===== config.mk =====
export PLATFORM = sky130hd
export DESIGN_NAME = bram_port_arbiter
export DESIGN_NICKNAME = d
export VERILOG_FILES = /design/src/rtl/bram_port_arbiter_pkg.sv /design/src/rtl/bram_port_arbiter_rd_tag_pipe.sv /design/src/rtl/bram_port_arbiter.sv
export SDC_FILE = /design/constraint.sdc
export NUM_CORES = 1
export LEC_CHECK = 0
export ABC_AREA = 0
export CAP_MARGIN = 30
export CORE_MARGIN = 4
export CORE_UTILIZATION = 35
export DETAILED_ROUTE_END_ITERATION = 10
export PLACE_DENSITY = 0.74
export SYNTH_ARGS = -nofsm -noshare
export SYNTH_HDL_FRONTEND = slang
export SYNTH_HIERARCHICAL = 1
export SYNTH_SLANG_ARGS = --single-unit

===== constraint.sdc =====
create_clock -name clk -period 1.8 [get_ports clk]
set_input_delay 0.27 -clock clk [delete_from_list [all_inputs] [get_ports clk]]
set_output_delay 0.27 -clock clk [all_outputs]
set_load 0.1 [all_outputs]

===== src/rtl/bram_port_arbiter_pkg.sv =====
// Shared definitions for the two-requester block-RAM port arbiter.
// Holds the arbitration state encoding and the default RAM geometry.
package bram_port_arbiter_pkg;

  localparam int unsigned ADDR_W_DEF = 10;
  localparam int unsigned DATA_W_DEF = 16;

  typedef enum logic [1:0] {
    IDLE  = 2'd0,
    LOCK0 = 2'd1,
    LOCK1 = 2'd2
  } arb_state_e;

endpackage


===== src/rtl/bram_port_arbiter_rd_tag_pipe.sv =====
// Read-ownership tag pipe: a shift register of {valid, owner} that follows
// each accepted read through the RAM latency. Cleared synchronously on rst.
module rd_tag_pipe #(
  parameter int unsigned DEPTH = 2
) (
  input  logic clk,
  input  logic rst,
  input  logic in_valid,
  input  logic in_owner,
  output logic out_valid,
  output logic out_owner
);

  logic [DEPTH-1:0] vld;
  logic [DEPTH-1:0] own;

  always_ff @(posedge clk) begin
    if (rst) begin
      vld <= '0;
      own <= '0;
    end else begin
      vld[0] <= in_valid;
      own[0] <= in_owner;
      for (int unsigned i = 1; i < DEPTH; i++) begin
        vld[i] <= vld[i-1];
        own[i] <= own[i-1];
      end
    end
  end

  assign out_valid = vld[DEPTH-1];
  assign out_owner = own[DEPTH-1];

endmodule


===== src/rtl/bram_port_arbiter.sv =====
// Round-robin arbiter sharing one block-RAM port between two valid/ready
// requesters, with optional burst lock and per-owner read-data return.
module bram_port_arbiter
  import bram_port_arbiter_pkg::*;
#(
  parameter int unsigned ADDR_W  = ADDR_W_DEF,
  parameter int unsigned DATA_W  = DATA_W_DEF,
  parameter int unsigned RAM_LAT = 1
) (
  input  logic              clk,
  input  logic              rst,
  input  logic              req0_valid,
  input  logic              req0_we,
  input  logic              req0_lock,
  input  logic [ADDR_W-1:0] req0_addr,
  input  logic [DATA_W-1:0] req0_wdata,
  output logic              req0_ready,
  output logic              req0_rvalid,
  output logic [DATA_W-1:0] req0_rdata,
  input  logic              req1_valid,
  input  logic              req1_we,
  input  logic              req1_lock,
  input  logic [ADDR_W-1:0] req1_addr,
  input  logic [DATA_W-1:0] req1_wdata,
  output logic              req1_ready,
  output logic              req1_rvalid,
  output logic [DATA_W-1:0] req1_rdata,
  output logic [ADDR_W-1:0] mem_addr,
  output logic              mem_we,
  output logic [DATA_W-1:0] mem_wdata,
  input  logic [DATA_W-1:0] mem_q
);

  arb_state_e state, state_nxt;
  logic       last;
  logic       acc0, acc1;
  logic       tag_in_valid;
  logic       tag_valid, tag_owner;

  always_comb begin
    req0_ready = 1'b0;
    req1_ready = 1'b0;
    state_nxt  = state;
    if (!rst) begin
      unique case (state)
        IDLE: begin
          if (req0_valid && req1_valid) begin
            req0_ready = last;
            req1_ready = !last;
          end else begin
            req0_ready = req0_valid;
            req1_ready = req1_valid;
          end
        end
        LOCK0:   req0_ready = req0_valid;
        LOCK1:   req1_ready = req1_valid;
        default: ;
      endcase
    end
    acc0 = req0_valid && req0_ready;
    acc1 = req1_valid && req1_ready;
    unique case (state)
      IDLE: begin
        if (acc0 && req0_lock)      state_nxt = LOCK0;
        else if (acc1 && req1_lock) state_nxt = LOCK1;
      end
      LOCK0: begin
        if (acc0)                            state_nxt = req0_lock ? LOCK0 : IDLE;
        else if (!req0_valid && !req0_lock)  state_nxt = IDLE;
      end
      LOCK1: begin
        if (acc1)                            state_nxt = req1_lock ? LOCK1 : IDLE;
        else if (!req1_valid && !req1_lock)  state_nxt = IDLE;
      end
      default: state_nxt = IDLE;
    endcase
  end

  assign tag_in_valid = (acc0 && !req0_we) || (acc1 && !req1_we);

  rd_tag_pipe #(
    .DEPTH(1 + RAM_LAT)
  ) u_rd_tag_pipe (
    .clk      (clk),
    .rst      (rst),
    .in_valid (tag_in_valid),
    .in_owner (acc1),
    .out_valid(tag_valid),
    .out_owner(tag_owner)
  );

  // The tag exits as mem_q becomes valid; capturing here gives the
  // registered one-cycle strobe and lets the idle owner's rdata hold.
  always_ff @(posedge clk) begin
    if (rst) begin
      state       <= IDLE;
      last        <= 1'b1;
      mem_addr    <= '0;
      mem_we      <= 1'b0;
      mem_wdata   <= '0;
      req0_rvalid <= 1'b0;
      req1_rvalid <= 1'b0;
      req0_rdata  <= '0;
      req1_rdata  <= '0;
    end else begin
      state <= state_nxt;
      if (acc0 || acc1) begin
        last      <= acc1;
        mem_addr  <= acc1 ? req1_addr  : req0_addr;
        mem_we    <= acc1 ? req1_we    : req0_we;
        mem_wdata <= acc1 ? req1_wdata : req0_wdata;
      end else begin
        mem_we <= 1'b0;
      end
      req0_rvalid <= tag_valid && !tag_owner;
      req1_rvalid <= tag_valid && tag_owner;
      if (tag_valid && !tag_owner) req0_rdata <= mem_q;
      if (tag_valid && tag_owner)  req1_rdata <= mem_q;
    end
  end

endmodule


==> impl_metrics.tcl <==
set metrics [dict create \
    cts_tree "yes" \
    core-area_um2 6870 \
    finalInstanceArea_um2 4020 \
    syn_inst 272 \
    ctsHtreeMaxLevel 3 \
    clock-sinks 68 \
    maxCapViolCount 0 \
    die_area_um2 8560 \
    status "finished, final reports clean" \
    wl_um 7520 \
    cts-root-buf "clkbuf_8" \
    finalHoldViolCount 0 \
    ff2ff_setup_slack_ps 300 \
    drtIter0Drc 150 \
    grt_pass1_wl_um 11500 \
    fp-row-count 30 \
    ys_seq_area_frac 0.545 \
    required_ps 1530 \
    async_flop_share 0 \
    fmax_mhz 578 \
    start_util 0.364 \
    synth_common_cells "dfxtp_1, nand2_1, a21oi_1" \
    grt_usage 0.172 \
    synth_fp_nets 348 \
    drive_gt1_frac 0.235 \
    relSlewSlack 0.602 \
    die_x_um 92.5 \
    finalCritPeriodShare 0.962 \
    dp_slack_ps -60.9 \
    vias 2527 \
    slowest_stage "clkdlybuf4s50_1" \
    gp_congestion 0.743 \
    ir_drop_mv 0.454 \
    setup_ws_ps 69.1 \
    critical_path_arrival_ps 1460 \
    grt_pass1_vias 2441 \
    ys_types 25 \
    antenna_found_initial 0 \
    ys_seq_elements 68 \
    synth_area_um2 2500 \
    drtAntennaViolNets 0 \
    min_path_type "reg -> reg" \
    final-instance-count-excl-fill 508 \
    fin_tns_setup_ps 0 \
    critPathCaptureType "output port" \
    rsz0062_at_grt "false" \
    die_h_um 92.5 \
    hold_slack_ps 434 \
    fin_crit_ps 1730 \
    place_area_um2 3800 \
    synth_largest_area_cell "dfxtp_1" \
    power_leakage_nw 1.61 \
    drt-wirelength-per-cell_um 14.8 \
    firstDrtPassIters 9 \
    worstSetupStartpointType "primary input" \
    area_growth_pct 60.8 \
    final_max_slew_viol_count 0 \
    worst-setup-path-type "in -> out" \
    worst_pin_slew_ps 597 \
    yosysWarningCount 6 \
    via_per_inst 4.97 \
    numCtsBuffers 9 \
    avgSynthCellArea_um2 9.19 \
    path_clk_slew_ps 70 \
    path_cells "clkdlybuf4s50_1 -> nand2b_4 -> a31oi_4 -> nor2b_4 -> buf_12" \
    synth_flop_cell "dfxtp_1" \
    dp_hpwl_um 5440 \
    yosysTopAreaCellShare 0.545 \
    setup_viol 0 \
    io_buffers 138 \
    synth_enable_flop_cells 0 \
    ios 139 \
    clk_latency_ps 340 \
    synth_top_cells_by_area "dfxtp_1, a222oi_1, nand2_1, a21oi_1, nor2_1" \
    dp.cells 492 \
    grt_overflow_total 0 \
    skew_ps 7.16 \
    n_antenna_cell 0 \
    cts_buffer_depth 2 \
    fin_nets 483 \
    drc_errors 0 \
    grt_max_degree 47 \
    post-synth-top-count-cell "dfxtp_1" \
    critical_path.max_fanout 3 \
    p_per_area_nw_per_um2 971 \
    cpPeakStageDelay_ps 560 \
]
## flip-flops by register name, indices dropped and copies added (netlist names)
name               count
req0_rdata            16
u_rd_tag_pipe/own      2
mem_addr              10
u_rd_tag_pipe/vld      2
mem_we                 1
state                  2
mem_wdata             16
req1_rvalid            1
last                   1
req0_rvalid            1
req1_rdata            16
## path summary, 6_finish.rpt
check,cells past startpoint,start,end
max,5,req1_valid,req1_ready
min,1,u_rd_tag_pipe/own[0]$_SDFF_PP0_,u_rd_tag_pipe/own[1]$_SDFF_PP0_
max reg2reg,5,state[0]$_SDFFE_PP0P_,mem_addr[0]$_SDFFE_PP0P_
min reg2reg,1,u_rd_tag_pipe/own[0]$_SDFF_PP0_,u_rd_tag_pipe/own[1]$_SDFF_PP0_
## layout make-up
| class | instances | area [µm²] |
|---|---|---|
| well taps | 96 | 120 |
| flip-flops and latches | 68 | 1360 |
| repair buffers | 147 | 1330 |
| inverters | 2 | 7.51 |
| clock buffers | 12 | 155 |
| fillers | 623 | 2850 |
| clock inverters | 4 | 47.5 |
| multi-input cells | 179 | 1000 |
## cells in the final DEF, fill, tap and decap left out, types with 2 or more instances in the layout
| cell | netlist | final |
|---|---|---|
| nor2b_1 | 7 | 6 |
| buf_12 | 0 | 3 |
| a222oi_1 | 26 | 26 |
| clkbuf_8 | 0 | 11 |
| buf_4 | 5 | 69 |
| nand2_1 | 66 | 66 |
| dfxtp_1 | 68 | 68 |
| nand2b_4 | 1 | 2 |
| nor2_1 | 31 | 31 |
| a21oi_1 | 35 | 35 |
| clkinv_2 | 0 | 2 |
| inv_1 | 2 | 2 |
| clkdlybuf4s50_1 | 0 | 73 |
## through the flow
stage          utilization  total power, mW
2_1_floorplan            -             2.33
3_3_place_gp         0.553             2.65
3_5_place_dp         0.553             2.66
4_1_cts              0.582             3.94
5_1_grt              0.585             4.05
6_report             0.585             3.90
## kinds of logic (layout without fill, tap and decap cells)
| group | Yosys count | count (layout) | synth area share |
|---|---|---|---|
| buffers and inverters | 25 | 165 | 0.0716 |
| DFF | 68 | 68 | 0.545 |
| AOI/OAI and AO/OA | 65 | 65 | 0.187 |
| and+or+nand+nor | 114 | 114 | 0.197 |
## critical path: cells and delay by family
family | cells | cell delay (ps)
buf+inv | 2 | 740
simple gates | 2 | 280
compound gates | 1 | 170
## per-layer routing
metal | routed length, µm | vias to the layer above | part of all wire | track usage
li1 | - | 1222 | - | -
met1 | 2880 | 1130 | 0.38 | 0.190
met2 | 3340 | 159 | 0.44 | 0.266
met3 | 1120 | 16 | 0.15 | 0.0918
met4 | 183 | 0 | 0.024 | 0.0866
met5 | 0 | - | 0 | 0
## timing repair
action / in CTS / in global routing
resized for setup: 0 / 3
endpoints found under the hold margin: 0 / 0
buffers inserted: 0 / 0
endpoints found under the setup margin: 0 / 2
hold buffers: 0 / 0
## power by group
part           internal, mW  leakage [nW]  total, mW  switching (mW)
Clock                 0.711         0.102       1.27           0.561
Sequential             1.57         0.555       1.62          0.0450
Combinational         0.337         0.954       1.01           0.673
(Power assumes the default switching activity.)
